File: src/rtl/uart_tx_fifo.sv
// Byte FIFO between a memory-mapped UART store and an AXI-stream UART transmitter.
// Drops bytes when full (unless a pop frees a slot the same edge) and keeps a sticky/saturating drop record.
module uart_tx_fifo #(
    parameter int unsigned DEPTH = 16
) (
    input  logic                     clk,
    input  logic                     rst,
    input  logic                     clk_en,
    input  logic [7:0]               i_write_uart,
    input  logic                     i_write_uart_en,
    output logic [7:0]               o_data,
    output logic                     o_valid,
    input  logic                     i_out_ready,
    output logic [$clog2(DEPTH):0]   o_count,
    output logic                     o_full,
    output logic                     o_empty,
    output logic                     o_overflow,
    output logic [7:0]               o_drop_cnt,
    input  logic                     i_clear
);

    localparam int unsigned AW = $clog2(DEPTH);
    localparam int unsigned CW = AW + 1;

    logic [7:0]    mem [DEPTH];
    logic [AW-1:0] wr_ptr;
    logic [AW-1:0] rd_ptr;
    logic [CW-1:0] count;
    logic          overflow;
    logic [7:0]    drop_cnt;

    logic push_req;
    logic push_ok;
    logic pop;
    logic drop;
    logic full;
    logic valid;

    always_comb begin
        full     = (count == CW'(DEPTH));
        valid    = (count != '0);
        push_req = i_write_uart_en && clk_en;
        pop      = valid && i_out_ready;
        // a pop on the same edge frees the slot a full FIFO needs
        push_ok  = push_req && (!full || pop);
        drop     = push_req && full && !pop;
    end

    always_ff @(posedge clk) begin
        if (push_ok) begin
            mem[wr_ptr] <= i_write_uart;
        end
    end

    always_ff @(posedge clk or negedge rst) begin
        if (!rst) begin
            wr_ptr <= '0;
            rd_ptr <= '0;
            count  <= '0;
        end else begin
            if (push_ok) begin
                wr_ptr <= wr_ptr + AW'(1);
            end
            if (pop) begin
                rd_ptr <= rd_ptr + AW'(1);
            end
            case ({push_ok, pop})
                2'b10:   count <= count + CW'(1);
                2'b01:   count <= count - CW'(1);
                default: count <= count;
            endcase
        end
    end

    // a drop coinciding with clear restarts the record at one
    always_ff @(posedge clk or negedge rst) begin
        if (!rst) begin
            overflow <= 1'b0;
            drop_cnt <= '0;
        end else if (drop) begin
            overflow <= 1'b1;
            if (i_clear) begin
                drop_cnt <= 8'd1;
            end else if (drop_cnt != '1) begin
                drop_cnt <= drop_cnt + 8'd1;
            end
        end else if (i_clear) begin
            overflow <= 1'b0;
            drop_cnt <= '0;
        end
    end

    always_comb begin
        o_valid    = valid;
        o_empty    = !valid;
        o_full     = full;
        o_count    = count;
        o_data     = valid ? mem[rd_ptr] : 8'h00;
        o_overflow = overflow;
        o_drop_cnt = drop_cnt;
    end

endmodule

File: config.mk
export PLATFORM = sky130hd
export DESIGN_NAME = uart_tx_fifo
export DESIGN_NICKNAME = d
export VERILOG_FILES = /design/src/rtl/uart_tx_fifo.sv
export SDC_FILE = /design/constraint.sdc
export NUM_CORES = 1
export LEC_CHECK = 0
export CAP_MARGIN = 20
export CORE_MARGIN = 4
export CORE_UTILIZATION = 53
export DETAILED_ROUTE_END_ITERATION = 12
export PLACE_DENSITY = 0.75
export SYNTH_ARGS = -nofsm -noshare
export SYNTH_HDL_FRONTEND = slang
export SYNTH_SLANG_ARGS = --single-unit
File: constraint.sdc
create_clock -name clk -period 2.9 [get_ports clk]
set_input_delay 0.58 -clock clk [delete_from_list [all_inputs] [get_ports clk]]
set_output_delay 0.58 -clock clk [all_outputs]
set_load 0.03 [all_outputs]
* Word-level counts from Yosys, hierarchy flattened
Memories as Yosys holds them, arrays and structs flattened.
Cells that the tools add are included.
** Word-level totals
- Register bits :: 22
- Memories :: 1
- Output and inout bits :: 25
- Bits in writable memories :: 128
- Word-level logic and storage cells :: 39
** Memories
- mem :: depth 16, width 8, read ports 1, clocked after Yosys merged registers in 0, write ports 1, RTL line 25 : logic [7:0] mem [DEPTH];
** Cells by class
- Multiplexer cells :: 10
- Reductions and logical operators :: 14
- $add $sub $neg :: 5
- Equality and inequality tests :: 4
** Operators by type and width (count)
- two-way mux 8 bit :: 5
- case mux 5 bit (2 select lines) :: 1
- adder 4 x 1 -> 4 bit, second input constant :: 2
- adder 8 x 1 -> 8 bit, second input constant :: 1
- != test 8 bit, second input constant :: 1
- nonzero test 2 bit :: 3
- adder 5 x 1 -> 5 bit, second input constant :: 1
- equality test 5 bit, second input constant :: 1
- logical AND 1 bit :: 5
- nonzero test 5 bit :: 1
- subtractor 5 x 1 -> 5 bit, second input constant :: 1
- two-way mux 1 bit :: 4
- logical NOT 1 bit :: 3
- equality test 2 x 1 -> 1 bit, second input constant :: 1
- equality test 2 bit, second input constant :: 1
- AND reduction 2 bit :: 1
- logical OR 1 bit :: 1

* Longest topological paths before layout
Gate-level depths: netlist (run 1).
- Word-level depth :: 6
- Mapped depth :: 13
- Mapped depth without buffers :: 11

* Worst setup path before layout (run 1)
OpenSTA, ideal clock, no wires.
- Path kind :: reg2reg
- Start :: register count[2] (netlist: o_count[2])
- End :: register count[4] (netlist: o_count[4])
- Cell stages (with the launch flop) :: 13
- Data required time :: 2.799 ns
- Clock period less this slack :: 3.056 ns
- Setup time :: 0.101 ns
- Data arrival time :: 2.956 ns
- Slack :: -0.156 ns
- Cell sequence :: dfrtp_1 -> clkbuf_1 -> nor4_1 -> a31oi_1 -> inv_1 -> ha_1 -> clkbuf_1 -> xor2_1 -> ha_1 -> o211a_1 -> o21ai_0 -> o41ai_1 -> nor4_1
** On the way
- Cells in the longest elaborated chain, start to end :: 6
** Ends and longest elaborated chain
- start: declaration :: RTL line 28 : logic [CW-1:0] count;
- start signal: assignment :: RTL line 68 : 2'b10: count <= count + CW'(1);
- start signal: assignment :: RTL line 69 : 2'b01: count <= count - CW'(1);
- start signal: assignment :: RTL line 70 : default: count <= count;
- equality test 5 bit / nonzero test 5 bit (equally long branches) :: RTL line 40, 41
- logical NOT 1 bit / logical AND 1 bit (equally long branches) :: RTL line 45, 43
- logical OR 1 bit :: RTL line 45 : push_ok = push_req && (!full || pop);
- logical AND 1 bit :: RTL line 45
- equality test 2 x 1 -> 1 bit / equality test 2 bit (equally long branches) :: RTL line 67 : case ({push_ok, pop})
- case mux 5 bit (2 select lines) / nonzero test 2 bit (equally long branches)
Parallel ways exist; a longest one is shown, timed or not.
A chain may end at the register's enable or synchronous reset.

* Final worst setup path (run 1)
- Start :: register rd_ptr[1]
- End :: output o_data[7]
** On the way
- Cells in the longest elaborated chain, start to end :: 2
** Ends and longest elaborated chain
- start: declaration :: RTL line 27 : logic [AW-1:0] rd_ptr;
- start signal: assignment :: RTL line 65 : rd_ptr <= rd_ptr + AW'(1);
- memory read (16 x 8 bit)
- two-way mux 8 bit :: RTL line 98 : o_data = valid ? mem[rd_ptr] : 8'h00;
- end: declaration :: RTL line 11 : output logic [7:0] o_data,
No other way between the ends.

==> results of run 1 <==
-- critical path, delay by kind of cell, from the launching register on --
kind | cells | cell delay (ps)
AO/OA/AOI/OAI | 2 | 180
buffers and inverters | 3 | 560
flip-flops | 1 | 370
multiplexers | 2 | 770
-- layout make-up --
class	count	area, µm²	area share
sequential	150	4400	0.571
timing repair buffer	77	684	0.0889
tap	143	179	0.0232
multi-input combinational	185	1800	0.233
clock buffer	17	425	0.0553
inverter	11	41.3	0.00536
clock inverter	14	175	0.0228
-- how the worst max path moves through the flow --
stage                            end  slack (ps)
after floorplan           o_count[4]          30
after CTS                  o_data[7]         -20
final                      o_data[7]          20
after global placement    o_count[4]         110
after global routing       o_data[7]         -60
after detailed placement  o_count[4]         -30
-- per-stage QoR --
stage / util / setup slack, ps / area (µm²) / TNS, ps / std cells
6_report: 0.668 / 22.8 / 7700 / 0 / 597
5_1_grt: 0.668 / -58.3 / 7700 / -206 / 597
4_1_cts: 0.667 / -23.7 / 7680 / -23.7 / 593
3_5_place_dp: 0.613 / -31.4 / 7060 / -31.4 / 561
3_3_place_gp: 0.613 / 108 / 7060 / 0 / 561
2_1_floorplan: - / 26.7 / 6320 / 0 / 367
-- cells in the final DEF (no fill, tap or decap), types with 10 or more instances in the layout --
master and instances:
mux4_2 32, edfxtp_1 128, clkdlybuf4s50_1 29, ha_1 10, a21oi_1 12, inv_1 11, dfrtp_1 21, buf_4 38
mux2_2 11, nand2_1 15, clkbuf_16 17, nor2_1 17, o21ai_0 11
-- synthesized netlist by cell type, drive strengths merged (4+ instances only) --
library cell,number,area share
a21oi,12,0.0095
buf,10,0.0091
clkbuf,11,0.0065
dfrtp,22,0.087
edfxtp,128,0.61
ha,10,0.020
inv,11,0.0065
mux2,11,0.020
mux2i,9,0.014
mux4,32,0.11
nand2,15,0.0089
nand3,9,0.0071
nor2,17,0.010
nor3,7,0.0056
nor4,4,0.0040
o21ai,14,0.011
xnor2,9,0.012
-- flip-flops by register name, indices dropped and copies added, names as in the netlist --
register    count
wr_ptr          4
o_count         5
o_drop_cnt      8
rd_ptr          4
o_overflow      1
mem           128
-- timing repair --
item,in CTS,in global routing
setup buffers,1,4
setup endpoints to repair,9,9
resized for setup,37,10
-- power breakdown --
| group | switching [mW] | internal (mW) |
|---|---|---|
| logic | 1.32 | 1.20 |
| clock network | 0.871 | 1.36 |
| registers | 0.188 | 2.53 |
| total | 2.38 | 5.09 |
-- routing by layer --
| metal | global-route usage | up-vias | part of all wire |
|---|---|---|---|
| met1 | 0.273 | 1821 | 0.42 |
| met4 | 0.0665 | 0 | 0.010 |
| met3 | 0.0535 | 13 | 0.063 |
| met5 | 0 | - | 0 |
| met2 | 0.316 | 130 | 0.51 |
| li1 | - | 1597 | - |
-- cell families after synthesis --
logic type | share of synthesized area
simple gates | 0.0587
compound gates | 0.0407
xor+xnor | 0.0139
fa+ha+maj | 0.0198
flops | 0.697
buf+inv | 0.0222
mux | 0.148
==> flow_summary.toml, run 1 <==
[pwr]
power_leakage_nw = 2.74
ir_drop_uv = 649
p_per_area_mw_per_mm2 = 971
p_total_mw = 7.47

[clocking]
cts_buffer_depth = 2
cts_buffers = 17
cts_max_level = 4
insertion_delay_ps = 420
clock_sinks = 150
path_clk_slew_ps = 60
tritoncts = "done"
holdBufCountCts = 0
clock_tree.root_cell = "clkbuf_16"

[worst_hold_path]
min_path_cells = 1
min_path_type = "flip-flop to flip-flop"
worstHoldEndpoint = "o_overflow"
hp-start = "o_overflow"

[sta]
slew_headroom = 0.555
finalCritPeriodShare = 0.992
drv_slew = 0
period_minus_slack_ps = 2880
hold_viol = 0
setup_viol = 0
clock.fmax_mhz = 348
finalClockSkew_ps = 6.34
rsz0062_at_grt = "yes"
worst_slew_pin_slew_ps = 667
hold_slack_ps = 484

[synth]
syn_area_mm2 = 0.00631
synthFlopType = "edfxtp_1"
syn_avg_cell_area_um2 = 17.2
ys_types = 46
async_flop_share = 0.147
ys_seq_area_frac = 0.697
yosys_warnings = 0
synth_edf_count = 128
synth_seq_cells = 150
synth_fp_nets = 391
syn_inst = 367

[worst_setup_path]
slowest_delay_ps = 500
critPathLaunchType = "flip-flop"
cp-startpoint = "rd_ptr[1]"
crit_type = "flip-flop to output pin"
reg2reg_to = "o_count[4]"
reg2reg_from = "o_count[3]"
cpMostUsedCell = "buf_12"
arrival_ps = 2300
crit_chain = "buf_12, buf_12, mux4_2, mux2_2, o21ai_1, a21oi_1, buf_4"
worstSetupEndpointType = "output pin"
reg2regPathDepth = 11
ff2ff_setup_slack_ps = 260
crit_required_ps = 2320
cp_max_fo = 16
crit_slowest_cell = "mux4_2"

[grt]
grt_pass1_wl_mm = 19.5
grt_pass1_vias = 3515
overflow = 0
grt_max_degree = 23
antenna_found_initial = 0
grt.total_usage = 0.200

[place]
gp_congestion = 0.864
place_hpwl_mm = 7.92
port_buffers = 38

[final_layout]
fillers = 767
nets = 466
n_antenna_cell = 0
drive_gt1_frac = 0.280
syn_to_final_growth_pct = 22.0

[route]
routed-via-count = 3561
avgRoutedWirePerCell_um = 21.4
wl_mm = 12.8
drt-pass1-iter-count = 5
via_per_inst = 5.96
route.detailed.drc = 0
drtIter0Drc = 357
final_antenna_net_count = 0

[floorplan]
ios = 39
coreArea_mm2 = 0.0115
die_area_mm2 = 0.0137
die_y_um = 117
num_rows = 39
initial_core_util = 0.548
fp.dieW_um = 117

[run_status]
status = "completed"

[job]
drv_cap = 0
Note: power is estimated with default switching activity, not from simulation.
==> run 2, diff against run 1 <==
--- a/config.mk
+++ b/config.mk
@@ -10,6 +10,7 @@
 export CORE_UTILIZATION = 53
 export DETAILED_ROUTE_END_ITERATION = 12
 export PLACE_DENSITY = 0.75
+export SETUP_SLACK_MARGIN = 0.15
 export SYNTH_ARGS = -nofsm -noshare
 export SYNTH_HDL_FRONTEND = slang
 export SYNTH_SLANG_ARGS = --single-unit
==> run 2 against run 1 <==
First-iteration DRC count is 7.6% lower. Setup slack better by 4.6 ps. Sequential power is 1% higher. Clock skew hardly changed. Via count is 1.9% higher. Clock power is 7% lower. Register-to-register slack better by 90 ps. Critical path type unchanged. Largest power group is now combinational logic. Highest routed layer unchanged.
==> flow_summary.toml, run 2 (synthesis results as in run 1) <==
[route]
avgRoutedWirePerCell_um = 22.4
via_per_inst = 6.03
route.detailed.drc = 0
final_antenna_net_count = 0
drtIter0Drc = 330
drt-pass1-iter-count = 5
wl_mm = 13.4
routed-via-count = 3627

[place]
dp_slack_ps = -90.6
place_hpwl_mm = 8.18
gp_congestion = 0.791
placement.cell_area_mm2 = 0.00707
port_buffers = 38
placedCellCount = 556

[pwr]
combinationalPowerShare = 0.368
p_clk_frac = 0.271
p_per_area_mw_per_mm2 = 979
p_total_mw = 7.66
seqPwrFrac = 0.360
ir_drop_uv = 434
switchingPower_mw = 2.58
internal-power_mw = 5.08
switching_share = 0.337
power_leakage_nw = 2.78

[clocking]
insertion_delay_ps = 420
clock_sinks = 150
cts_buffers = 17
cts_max_level = 4
path_clk_slew_ps = 60
tritoncts = "done"
holdBufCountCts = 0
clock_tree.root_cell = "clkbuf_16"
cts_buffer_depth = 2

[worst_setup_path]
cp_num_buf_inv = 2
cp-startpoint = "rd_ptr[1]"
reg2reg_from = "o_count[2]"
ff2ff_setup_slack_ps = 350
crit_type = "flip-flop to output pin"
crit_slowest_cell = "mux4_2"
reg2reg_to = "o_count[4]"
critPathLaunchType = "flip-flop"
reg2regPathDepth = 11
cp_max_fo = 7
crit_chain = "clkbuf_16, mux4_2, mux2_2, o21ai_1, a21oi_1, buf_4"
crit_required_ps = 2320
crit_end = "o_data[5]"
worstSetupEndpointType = "output pin"
arrival_ps = 2290
cp.depth = 6
slowest_delay_ps = 500
crit_family = "multiplexers"

[grt]
antenna_found_initial = 0
grt_pass1_vias = 3634
grt.total_usage = 0.205
grt_pass1_wl_mm = 20.3
overflow = 0
grt_max_degree = 26

[sta]
slew_headroom = 0.424
rsz0062_at_grt = "yes"
setup_viol = 0
worst_slew_pin_slew_ps = 864
hold_slack_ps = 499
period_minus_slack_ps = 2870
layout_setup_ws_ps = 27.4
drv_slew = 0
setup_tns_ps = 0
finalClockSkew_ps = 6.52
clock.fmax_mhz = 348
finalCritPeriodShare = 0.991
hold_viol = 0

[final_layout]
stdcell_area_mm2 = 0.00782
drive_gt1_frac = 0.321
n_antenna_cell = 0
final_util = 0.679
final_common_cell = "edfxtp_1"
layout_common_cells = "edfxtp_1, buf_4, mux4_2"
syn_to_final_growth_pct = 24.0
nets = 469
largest-register = "mem"
fin_cells = 601
largest_register_ffs = 128

[floorplan]
die_y_um = 117
ios = 39
num_rows = 39
die_area_mm2 = 0.0137
initial_core_util = 0.548
coreArea_mm2 = 0.0115
fp.dieW_um = 117

[run_status]
status = "completed"

[job]
drv_cap = 0

[worst_hold_path]
min_path_type = "flip-flop to flip-flop"
==> run 2: changes by cell type in the layout (fill, tap and decap cells not counted), moves of 4 or more <==
| cell | change |
|---|---|
| buf_6 | +4 |
| inv_8 | +6 |
| o21ai_2 | +5 |
| mux2_2 | -5 |
| mux2_4 | +5 |
| o21ai_0 | -6 |
| buf_2 | -5 |
==> run 2: area by class of cell <==
class	count	area (µm²)
clock inverter	15	136
tap	143	179
multi-input combinational	185	1880
inverter	11	41.3
sequential	150	4400
clock buffer	17	425
timing repair buffer	80	759
fill	735	3700
==> run 2: repair_timing <==
item / in CTS / in global routing
gates cloned: 0 / 1
setup buffers: 5 / 7
pin swaps: 1 / 3
resized for setup: 49 / 37
setup endpoints to repair: 11 / 12
==> run 2: worst min-delay path by stage <==
stage / end / start / depth (start not counted)
CTS: o_overflow / o_overflow / 1
global route: o_overflow / o_overflow / 1
detailed placement: o_overflow / o_overflow / 1
global placement: o_overflow / o_overflow / 1
floorplan: o_count[0] / rst / 0
finish: o_overflow / o_overflow / 1
==> run 2: per-layer routing <==
metal | GRT usage | up-vias | wire (µm)
met2 | 0.326 | 139 | 7070
met4 | 0.0635 | 0 | 141
li1 | - | 1611 | -
met3 | 0.0540 | 16 | 866
met5 | 0 | - | 0
met1 | 0.284 | 1861 | 5370
==> run 2: power groups by stage <==
stage	Clock (mW)	Sequential [mW]	Combinational, mW
after floorplan	0	2.73	1.70
after global placement	0	2.77	2.45
after detailed placement	0	2.78	2.48
after CTS	2.11	2.74	2.49
after global routing	2.20	2.78	3.02
final	2.08	2.76	2.82
